==> config.mk <==
export PLATFORM = sky130hd
export DESIGN_NAME = stream_demux_router
export DESIGN_NICKNAME = d
export VERILOG_FILES = /design/src/rtl/stream_demux_router.sv
export SDC_FILE = /design/constraint.sdc
export NUM_CORES = 1
export LEC_CHECK = 0
export ABC_CLOCK_PERIOD_IN_PS = 3250
export CELL_PAD_IN_SITES_DETAIL_PLACEMENT = 1
export CELL_PAD_IN_SITES_GLOBAL_PLACEMENT = 1
export CORE_ASPECT_RATIO = 1.25
export CORE_UTILIZATION = 44
export DETAILED_ROUTE_END_ITERATION = 8
export PLACE_DENSITY = 0.77
export SETUP_SLACK_MARGIN = 0.4
export SLEW_MARGIN = 15
export SYNTH_ARGS = -nofsm -noshare
export SYNTH_HDL_FRONTEND = slang
export SYNTH_SLANG_ARGS = --single-unit
==> constraint.sdc <==
create_clock -name clk -period 3.25 [get_ports clk]
set_input_delay 0.4875 -clock clk [delete_from_list [all_inputs] [get_ports clk]]
set_output_delay 0.4875 -clock clk [all_outputs]
set_load 0.05 [all_outputs]
==> src/rtl/stream_demux_router.sv <==
// stream_demux_router: 1-to-NUM_CH valid/ready demultiplexer with a 2-entry FIFO
// per output channel. Words whose select is outside the channel range are
// discarded and counted in a saturating drop counter.
module stream_demux_router #(
    parameter int unsigned WIDTH  = 8,
    parameter int unsigned NUM_CH = 4,
    parameter int unsigned SEL_W  = 2
) (
    input  logic                      clk,
    input  logic                      rst,
    input  logic                      in_valid,
    input  logic [WIDTH-1:0]          in_data,
    input  logic [SEL_W-1:0]          in_sel,
    output logic                      in_ready,
    output logic [NUM_CH-1:0]         out_valid,
    output logic [NUM_CH*WIDTH-1:0]   out_data,
    input  logic [NUM_CH-1:0]         out_ready,
    output logic [7:0]                drop_cnt
);

    localparam int unsigned CNT_W = 2;

    logic [NUM_CH-1:0] full;
    logic [NUM_CH-1:0] push;
    logic [NUM_CH-1:0] pop;
    logic              in_range;
    logic              sel_full;
    logic              drop;

    // Decode the select: in range or not, and whether the addressed channel is full
    always_comb begin
        in_range = 1'b0;
        sel_full = 1'b0;
        for (int unsigned i = 0; i < NUM_CH; i++) begin
            if (in_sel == SEL_W'(i)) begin
                in_range = 1'b1;
                sel_full = full[i];
            end
        end
    end

    // Ready depends only on the select and registered occupancy, never on out_ready
    assign in_ready = !sel_full;
    assign drop     = in_valid && !in_range;

    for (genvar g = 0; g < NUM_CH; g++) begin : g_ch
        logic [WIDTH-1:0] slot0;
        logic [WIDTH-1:0] slot1;
        logic             rp;
        logic             wp;
        logic [CNT_W-1:0] cnt;

        assign push[g] = in_valid && in_ready && (in_sel == SEL_W'(g));
        assign pop[g]  = out_valid[g] && out_ready[g];

        // Per-channel FIFO storage, pointers and occupancy
        always_ff @(posedge clk or posedge rst) begin
            if (rst) begin
                slot0 <= '0;
                slot1 <= '0;
                rp    <= 1'b0;
                wp    <= 1'b0;
                cnt   <= '0;
            end else begin
                if (push[g]) begin
                    if (wp) slot1 <= in_data;
                    else    slot0 <= in_data;
                    wp <= ~wp;
                end
                if (pop[g]) begin
                    rp <= ~rp;
                end
                if (push[g] && !pop[g]) begin
                    cnt <= cnt + CNT_W'(1);
                end else if (!push[g] && pop[g]) begin
                    cnt <= cnt - CNT_W'(1);
                end
            end
        end

        assign full[g]                   = (cnt == CNT_W'(2));
        assign out_valid[g]              = (cnt != '0);
        assign out_data[g*WIDTH +: WIDTH] = rp ? slot1 : slot0;
    end

    // Saturating count of discarded out-of-range words
    always_ff @(posedge clk or posedge rst) begin
        if (rst) begin
            drop_cnt <= '0;
        end else if (drop && (drop_cnt != 8'hFF)) begin
            drop_cnt <= drop_cnt + 8'd1;
        end
    end

endmodule

Word level (Yosys, flattened, before mapping)
Cells that the tools add are included.

Input bits: 17. Flip-flop bits (word level): 88.

Bitwise gates (word level): 8. Reductions and logical operators: 46. Add/sub/neg operators: 9. Mux-type cells: 20. Equality and inequality tests: 8.

Operators with widths (count): 8-bit two-way mux (4); 1-bit logical AND (19); 2-bit two-way mux (8); 2-bit AND reduction (8); 2-bit nonzero test (8); 2-bit == test (second input constant) (6); 1-bit logical NOT (10); 2-bit by 1-bit adder with 2-bit output (second input constant) (4); 8-bit by 1-bit adder with 8-bit output (second input constant) (1); 1-bit two-way mux (8); 8-bit != test (second input constant) (1); 1-bit inverter (8); 2-bit by 1-bit subtractor with 2-bit output (second input constant) (4); 2-bit by 1-bit == test with 1-bit output (second input constant) (1); 2-bit logical NOT (1).

Longest topological paths before layout
Gate-level depths: netlist of run 1.

Word-level depth: 12. Mapped depth: 7.

Worst setup path before layout of run 1
No wires, ideal clock.

Kind: in2out. Start point: in in_sel[1]. End point: out in_ready. Arrival: 1.387 ns. Stages on the path: 3. Data required time: 2.762 ns. Setup slack: 1.375 ns. Cells stage by stage: buf_2 > mux2_2 > mux2_2.

Word-level cells in the longest chain between the ends: 6.

RTL lines: start, declared (RTL line 13) `input logic [SEL_W-1:0] in_sel,`; 2-bit logical NOT (RTL line 35) `if (in_sel == SEL_W'(i)) begin`; 1-bit two-way mux (3 in a row) (RTL line 35); 1-bit two-way mux * (RTL line 35); 1-bit logical NOT * (RTL line 43) `assign in_ready = !sel_full;`; end, declared (RTL line 14) `output logic in_ready,`.

Every way passes the cells marked *; elsewhere a longest branch is shown, timed or not.

Final worst setup path of run 1
Start point: reg g_ch[3].rp. End point: out out_data[26].

Word-level cells in the longest chain between the ends: 1.

RTL lines: start, declared (RTL line 49) `logic rp;`; start signal, assigned (RTL line 71) `rp <= ~rp;`; 8-bit two-way mux (RTL line 83) `assign out_data[g*WIDTH +: WIDTH] = rp ? slot1 : slot0;`; end, declared (RTL line 16) `output logic [NUM_CH*WIDTH-1:0] out_data,`.

No other way between the ends.

==> impl_metrics.toml, run 1 <==
[outcome]
status = "completed"

[drt]
ant_nets = 0
routed_wirelength_um = 7772
first_pass_iters = 4
wl_per_cell_um = 17.70
drt_iter0_drc = 70
vias = 2196
drc = 0
avgViaCountPerCell = 5.002

[synth]
yosys.area.top_type = "dfrtp_1"
syn_nets = 281
synth-main-ff-cell = "dfrtp_1"
synth_top_area_share_pct = 56.90
synth-async-reset-ratio_pct = 100.0
seq_area_frac_synth_pct = 56.90
ys_warn_count = 0
synthCells = 260
ys_seq_elements = 88
synth_area_leaders = "dfrtp_1 57%, mux2_2 26%, mux2_4 3.1%"
synth-edff-count = 0
syn_area_mm2 = 0.003870
synth.avg_cell_area_um2 = 14.88
synthDistinctLibCells = 27

[floorplan]
rows = 37
dieHeight_um = 106.9
coreArea_mm2 = 0.008379
io-pin-count = 62
die_w_um = 85.88
start_util_pct = 46.18
die_area_mm2 = 0.009177

[critical_path]
worstPathMaxFanout = 9
worstSetupPathType = "reg2out"
arrival_ns = 2.09
end_kind = "output pin"
required_ns = 2.76
cp-start-kind = "flip-flop"

[flow_run]
drv_cap = 0

[sta]
slew-limit-headroom_pct = 53.23
post-route-period-util_pct = 79.39
fin_crit_ns = 2.580
slew_violations = 0
setup_violations = 0
tns_ns = 0
finalClockSkew_ns = 0.007649
tightest_slew_ns = 0.6986
rsz0062_at_grt = "false"
hold_viol = 0
fmax_ghz = 0.3876

[clock_network]
clk_transition_reported_paths_ns = 0.09
cts_root_buf = "clkbuf_8"
postCtsSetupBuffers = 0
ctsResizeCount = 0
cts_hold_buf = 0
clkSinkCount = 88
h-tree-depth = 3
cts_tree = "yes"
clk_latency_ns = 0.36
cts_buffers = 9
cts_buffer_depth = 2

[grt]
grt_max_degree = 89
grt_pass1_wl_um = 12640
grt_pass1_vias = 2343
overflow = 0
grt_antenna_before_repair = 0
grtUsageTotal_pct = 18.89

[final_layout]
antennaDiodeCount = 0
finalNonFillerCells = 439
area_growth_pct = 24.28
drive_above_1_share_pct = 38.82
fin_nets = 338

[place]
finalWeightedCongestion = 0.6874
dpl.hpwl_um = 5208
dp_cells = 423
port_buffers = 61

[min_path]
hp-class = "reg2reg"
==> critical path, stage by stage (launching register included) <==
cell,delay [ns]
dfrtp_1,0.61
mux2_2,0.41
clkdlybuf4s50_1,0.71
==> per-stage QoR <==
step	util, %	hold WS [ns]	worst slack [ns]	area (um2)
6_report	57.40	0.3789	0.6698	4810
3_3_place_gp	54.59	0.3640	0.7694	4574
3_5_place_dp	54.59	0.3658	0.7335	4574
5_1_grt	57.40	0.4020	0.5932	4810
2_1_floorplan	-	0.4471	0.4839	3870
4_1_cts	57.40	0.3853	0.6467	4810
==> layout by cell type (no fill, tap or decap), drive strengths merged <==
cell type	count
or4	1
and4	1
nand2b	2
nor4b	2
nand2	5
bufinv	3
nor2b	3
xnor2	8
nand4b	2
nor3	1
dfrtp	88
clkinv	3
nand4	2
and3	2
buf	2
clkdlybuf4s50	60
mux2i	1
ha	4
clkbuf	10
or2	4
nor3b	1
clkinvlp	1
nor2	6
mux2	98
xor2	12
==> synthesized netlist by cell type (3+ instances only) <==
master	instances
nor2_1	5
xnor2_1	8
clkbuf_1	12
xor2_1	12
mux2_2	90
nand2_1	4
dfrtp_1	88
ha_1	4
buf_2	3
or2_2	4
mux2_4	8
==> sequential cells by signal, summed over array words and instances, names as in the netlist <==
register	cells
g_ch.rp	4
g_ch.slot0	32
g_ch.slot1	32
g_ch.wp	4
drop_cnt	8
g_ch.cnt	8
==> kinds of logic after synthesis <==
logic type / count (synthesis) / share of synthesized area (%)
buf+inv: 17 / 1.940
fa+ha+maj: 4 / 1.293
simple gates: 32 / 5.787
xor+xnor: 20 / 4.526
flops: 88 / 56.90
mux: 99 / 29.55
==> metal layers <==
metal  vias to the layer above  wire length (um)  track usage (%)
li1                       1020                 -                -
met4                         0               161            10.00
met5                         -                 0                0
met3                        10               204            3.079
met1                      1127              3580            25.09
met2                        39              3825            29.65
==> final timing paths <==
| path | from | to | slack [ns] | cells after the start |
|---|---|---|---|---|
| setup / recovery | g_ch[3].rp | out_data[26] | 0.67 | 2 |
| max in group asynchronous | rst | g_ch[0].slot1[1] | 2.34 | 3 |
| hold reg to reg | drop_cnt[6] | drop_cnt[6] | 0.38 | 0 |
| setup reg to reg | g_ch[1].cnt[1] | g_ch[1].slot0[7] | 1.37 | 3 |
| min in group asynchronous | rst | drop_cnt[2] | 0.56 | 3 |
| hold / removal | drop_cnt[6] | drop_cnt[6] | 0.38 | 0 |
==> area by class of cell <==
class / instances / area, um2
tap: 117 / 146.4
clock inverter: 6 / 107.6
fill: 827 / 3570
inverter: 1 / 5.005
clock buffer: 10 / 127.6
timing repair buffer: 62 / 628.1
multi-input combinational: 155 / 1593
sequential: 88 / 2202
Power of run 1 is not shown: default switching activity piles up to over one toggle a cycle in this logic, so the estimate is an artifact.
==> inputs of run 2 (changes only) <==
--- a/config.mk
+++ b/config.mk
@@ -5,7 +5,7 @@
 export SDC_FILE = /design/constraint.sdc
 export NUM_CORES = 1
 export LEC_CHECK = 0
-export ABC_CLOCK_PERIOD_IN_PS = 3250
+export ABC_CLOCK_PERIOD_IN_PS = 2600
 export CELL_PAD_IN_SITES_DETAIL_PLACEMENT = 1
 export CELL_PAD_IN_SITES_GLOBAL_PLACEMENT = 1
 export CORE_ASPECT_RATIO = 1.25
==> constraint.sdc (replaced) <==
create_clock -name clk -period 2.6 [get_ports clk]
set_input_delay 0.39 -clock clk [delete_from_list [all_inputs] [get_ports clk]]
set_output_delay 0.39 -clock clk [all_outputs]
set_load 0.05 [all_outputs]
==> run 2 against run 1 <==
Against the previous run: utilization fell by 0.36 points; register-to-register slack got worse by 0.63 ns; via count rose by 3.9%; cell count is 1.4% higher; routed wire length up 2.8%; setup slack got worse by 0.22 ns; hold slack better by 0.00059 ns.
==> impl_metrics.toml, run 2 (synthesis results as in run 1) <==
[outcome]
status = "completed"

[clock_network]
h-tree-depth = 3
cts_root_buf = "clkbuf_8"
cts_buffers = 9
cts_tree = "yes"
clk_transition_reported_paths_ns = 0.08
cts_buffer_depth = 2
clk_latency_ns = 0.35
clkSinkCount = 88

[sta]
setup_ws_ns = 0.4538
fin_crit_ns = 2.146
post-route-period-util_pct = 82.55
tns_ns = 0
rsz0062_at_grt = "false"
tightest_slew_ns = 0.5152
slew_violations = 0
fmax_ghz = 0.4659
hold_viol = 0
slew-limit-headroom_pct = 65.79
finalClockSkew_ns = 0.007934
setup_violations = 0

[grt]
grt_pass1_wl_um = 13320
grtUsageTotal_pct = 19.68
met3_usage_pct = 3.926
grt_max_degree = 89
grt.met2_usage_pct = 32.71
grt_pass1_vias = 2552
overflow = 0
top_usage_layer = "met2"
grt_antenna_before_repair = 0
use_met1_pct = 24.97

[flow_run]
drv_cap = 0

[drt]
drt_iter0_drc = 115
vias = 2281
drc = 0
ant_nets = 0
avgViaCountPerCell = 5.126
wl_per_cell_um = 17.95
routed_wirelength_um = 7986
first_pass_iters = 4

[floorplan]
io-pin-count = 62
die_w_um = 85.88
die_area_mm2 = 0.009177
coreArea_mm2 = 0.008379
start_util_pct = 46.18
rows = 37
dieHeight_um = 106.9

[place]
finalWeightedCongestion = 0.7186
dpl.hpwl_um = 5316
pre_cts_slack_ns = 0.2602
port_buffers = 61

[min_path]
min_from = "drop_cnt[2]"
hp-class = "reg2reg"

[final_layout]
largest_registers = "g_ch.slot0 (32), g_ch.slot1 (32)"
drive_above_1_share_pct = 41.77
fin_nets = 345
antennaDiodeCount = 0
mostFrequentLayoutCells = "90 x mux2_2, 84 x dfrtp_1, 34 x dlygate4sd2_1"
fillCellCount = 827
area_growth_pct = 23.50
final_common_cell = "mux2_2"

[critical_path]
worstPathMaxFanout = 5
required_ns = 2.21
timing.rr.start = "g_ch[1].cnt[1]"
cp-start-kind = "primary input"
worstSetupPathType = "in2out"
slowest_delay_ns = 0.55
critPathSlowestCell = "clkdlybuf4s50_1"
cp_num_buf_inv = 2
crit_chain = "clkdlybuf4s50_1 > mux2_2 > mux2_2 > buf_4"
startpoint = "in_sel[1]"
crit_family = "buffers and inverters"
end_kind = "output pin"
arrival_ns = 1.76
critPathMostFrequentCell = "mux2_2"
## run 2: routing by layer
metal  vias up  wire length, um
met4         0               99
met1      1202             3495
met3         6              236
li1       1025                -
met2        48             4154
met5         -                0
## run 2: cell type report
class | instances | area, um2 | area share [%]
Sequential cell | 88 | 2207 | 46.18
Multi-Input combinational cell | 155 | 1603 | 33.53
Timing Repair Buffer | 69 | 643.1 | 13.46
Clock buffer | 12 | 155.1 | 3.246
Tap cell | 117 | 146.4 | 3.063
Clock inverter | 3 | 17.52 | 0.3665
Inverter | 1 | 7.507 | 0.1571
## run 2: stage by stage
| step | hold WS, ns | cells | area, um2 | utilization [%] |
|---|---|---|---|---|
| detailed placement | 0.3658 | 430 | 4629 | 55.25 |
| floorplan | 0.4471 | 260 | 3874 | - |
| global placement | 0.3637 | 430 | 4629 | 55.25 |
| CTS | 0.3845 | 445 | 4767 | 56.89 |
| finish | 0.3795 | 445 | 4780 | 57.04 |
| global route | 0.4009 | 445 | 4780 | 57.04 |
## run 2: worst register-to-register path, cell delays in order, from the launching register on
cell and delay, ns:
dfrtp_1 0.41, nor2b_2 0.20, or4_1 0.75, mux2_4 0.39
## run 2: final timing paths
| check | end | cells after the start | slack, ns |
|---|---|---|---|
| min reg2reg | drop_cnt[2] | 0 | 0.38 |
| min in group asynchronous | g_ch[1].slot0[2] | 3 | 0.53 |
| max | in_ready | 4 | 0.45 |
| max in group asynchronous | g_ch[2].rp | 3 | 1.70 |
| min | drop_cnt[2] | 0 | 0.38 |
| max reg2reg | g_ch[1].slot0[4] | 3 | 0.74 |
## run 2: what timing repair did
item                       CTS  global route
pin swaps                    0             0
setup endpoints to repair   36             3
hold buffers                 0             0
gates resized for setup     39             3
buffers inserted             0             0
Power of run 2 is left out for the same reason.
==> inputs of run 3 (changes only) <==
--- a/config.mk
+++ b/config.mk
@@ -5,7 +5,7 @@
 export SDC_FILE = /design/constraint.sdc
 export NUM_CORES = 1
 export LEC_CHECK = 0
-export ABC_CLOCK_PERIOD_IN_PS = 2600
+export ABC_CLOCK_PERIOD_IN_PS = 2000
 export CELL_PAD_IN_SITES_DETAIL_PLACEMENT = 1
 export CELL_PAD_IN_SITES_GLOBAL_PLACEMENT = 1
 export CORE_ASPECT_RATIO = 1.25
==> constraint.sdc (replaced) <==
create_clock -name clk -period 2 [get_ports clk]
set_input_delay 0.3 -clock clk [delete_from_list [all_inputs] [get_ports clk]]
set_output_delay 0.3 -clock clk [all_outputs]
set_load 0.05 [all_outputs]
==> run 3 against run 2 <==
Against the previous run: sequential cell count did not move; setup slack got worse by 0.37 ns; first-iteration DRC count decreased by 57%.
==> impl_metrics.toml, run 3 (synthesis results as in run 1) <==
[pwr]
combPwrFrac_pct = 61.9
netSwitchingPower_mw = 4.637
ir_drop_uv = 816.0
seqPwrFrac_pct = 28.3
p_leak_nw = 2.619
power.density_mw_per_mm2 = 1977
clockPowerShare_pct = 9.8
internal_power_mw = 6.483
swShare_pct = 41.70

[place]
port_buffers = 61
finalWeightedCongestion = 0.6844
place_area_mm2 = 0.004697
dpl.hpwl_um = 5636

[final_layout]
fin_util_pct = 67.12
fin_nets = 388
antennaDiodeCount = 0
mostFrequentLayoutCells = "83 x dfrtp_1, 74 x mux2_2, 31 x buf_6"
final_common_cell = "dfrtp_1"
largest_registers = "g_ch.slot0 (32), g_ch.slot1 (32)"
drive_above_1_share_pct = 63.71
fillCellCount = 747
area_growth_pct = 45.33
finalInstanceArea_mm2 = 0.005624

[grt]
grt_max_degree = 29
grt_antenna_before_repair = 0
grt_pass1_vias = 2746
overflow = 0
grt_pass1_wl_um = 14770
grtUsageTotal_pct = 21.72

[clock_network]
cts_buffer_depth = 2
clkSinkCount = 88
clk_transition_reported_paths_ns = 0.09
cts_root_buf = "clkbuf_8"
h-tree-depth = 3
cts_buffers = 9
clk_latency_ns = 0.35
cts_tree = "yes"

[floorplan]
io-pin-count = 62
die_area_mm2 = 0.009177
start_util_pct = 46.18
coreArea_mm2 = 0.008379
dieHeight_um = 106.9
rows = 37
die_w_um = 85.88

[sta]
fin_crit_ns = 1.912
fmax_ghz = 0.5231
post-route-period-util_pct = 95.58
hold_viol = 0
slew-limit-headroom_pct = 64.18
setup_violations = 0
rsz0062_at_grt = "true"
tns_ns = 0
slew_violations = 0
hold_slack_ns = 0.3470
finalClockSkew_ns = 0.007019
tightest_slew_ns = 0.5362

[drt]
drt_iter0_drc = 50
vias = 2457
wl_per_cell_um = 19.84
ant_nets = 0
avgViaCountPerCell = 5.025
first_pass_iters = 3
routed_wirelength_um = 9703
drc = 0

[flow_run]
drv_cap = 0

[critical_path]
worstPathMaxFanout = 3
worstSetupPathType = "reg2out"
arrival_ns = 1.61
cp-start-kind = "flip-flop"
required_ns = 1.70
end_kind = "output pin"

[min_path]
hp-class = "in2async"

[outcome]
status = "completed"
run 3: changes by cell type in the layout (fill, tap and decap cells not counted), moves of 4 or more:
cell	change
buf_6	+31
clkdlybuf4s50_1	-11
nand2_4	+4
buf_4	+22
mux2_4	+16
mux2_2	-16
or2_2	-4
buf_12	+7
dlygate4sd2_1	-25
nor2_1	-4
ha_4	+4
or2_4	+4
buf_8	+19
ha_1	-4
run 3: cell type report:
class | count | area [um2] | area share, %
flip-flops and latches | 88 | 2208 | 39.27
multi-input cells | 155 | 1843 | 32.77
repair buffers | 112 | 1254 | 22.29
well taps | 117 | 146.4 | 2.603
clock buffers | 12 | 145.1 | 2.581
clock inverters | 4 | 20.02 | 0.3560
inverters | 1 | 7.507 | 0.1335
run 3: through the flow:
stage	power (mW)	setup WS, ns	cells
2_1_floorplan	6.813	0.4031	260
6_report	11.12	0.08848	489
3_5_place_dp	8.201	-0.1277	438
4_1_cts	10.29	0.08126	473
5_1_grt	11.62	0.02300	489
3_3_place_gp	8.051	-0.07899	438
run 3: power by group through the flow:
stage               combinational (mW)  sequential (mW)  clock [mW]
floorplan                         3.88             2.94           0
global placement                  4.87             3.18           0
detailed placement                4.96             3.24           0
CTS                               6.10             3.09        1.11
global route                      7.17             3.27        1.19
finish                            6.88             3.15        1.09
run 3: path summary, 6_finish.rpt:
path / from / to / slack [ns] / depth (start not counted)
worst max-delay path: g_ch[0].cnt[0] / in_ready / 0.09 / 4
worst min-delay path: rst / g_ch[3].cnt[1] / 0.35 / 2
worst max register to register: g_ch[2].cnt[1] / g_ch[2].cnt[1] / 0.30 / 9
worst min register to register: drop_cnt[3] / drop_cnt[3] / 0.38 / 0
max in group asynchronous: rst / g_ch[2].rp / 1.13 / 3
min in group clk: drop_cnt[3] / drop_cnt[3] / 0.38 / 0
run 3: what timing repair did:
action,in CTS,in global routing
endpoints found under the setup margin,82,72
setup buffers,19,16
hold buffers,0,0
resized for setup,106,64
pin swaps,3,11
run 3: metal layers:
metal  global-route usage [%]  vias up  share of wire (%)
met5                        0        -                  0
li1                         -     1110                  -
met3                    3.079       15                1.7
met4                    8.571        0                1.7
met2                    36.39       43                 54
met1                    28.37     1289                 42
run 3: critical path: stages (launching register included):
cell      delay (ns)
dfrtp_1         0.41
nand2b_4        0.16
mux2_2          0.26
mux2_2          0.27
buf_6           0.15
Note: power is estimated with default switching activity, not from simulation.
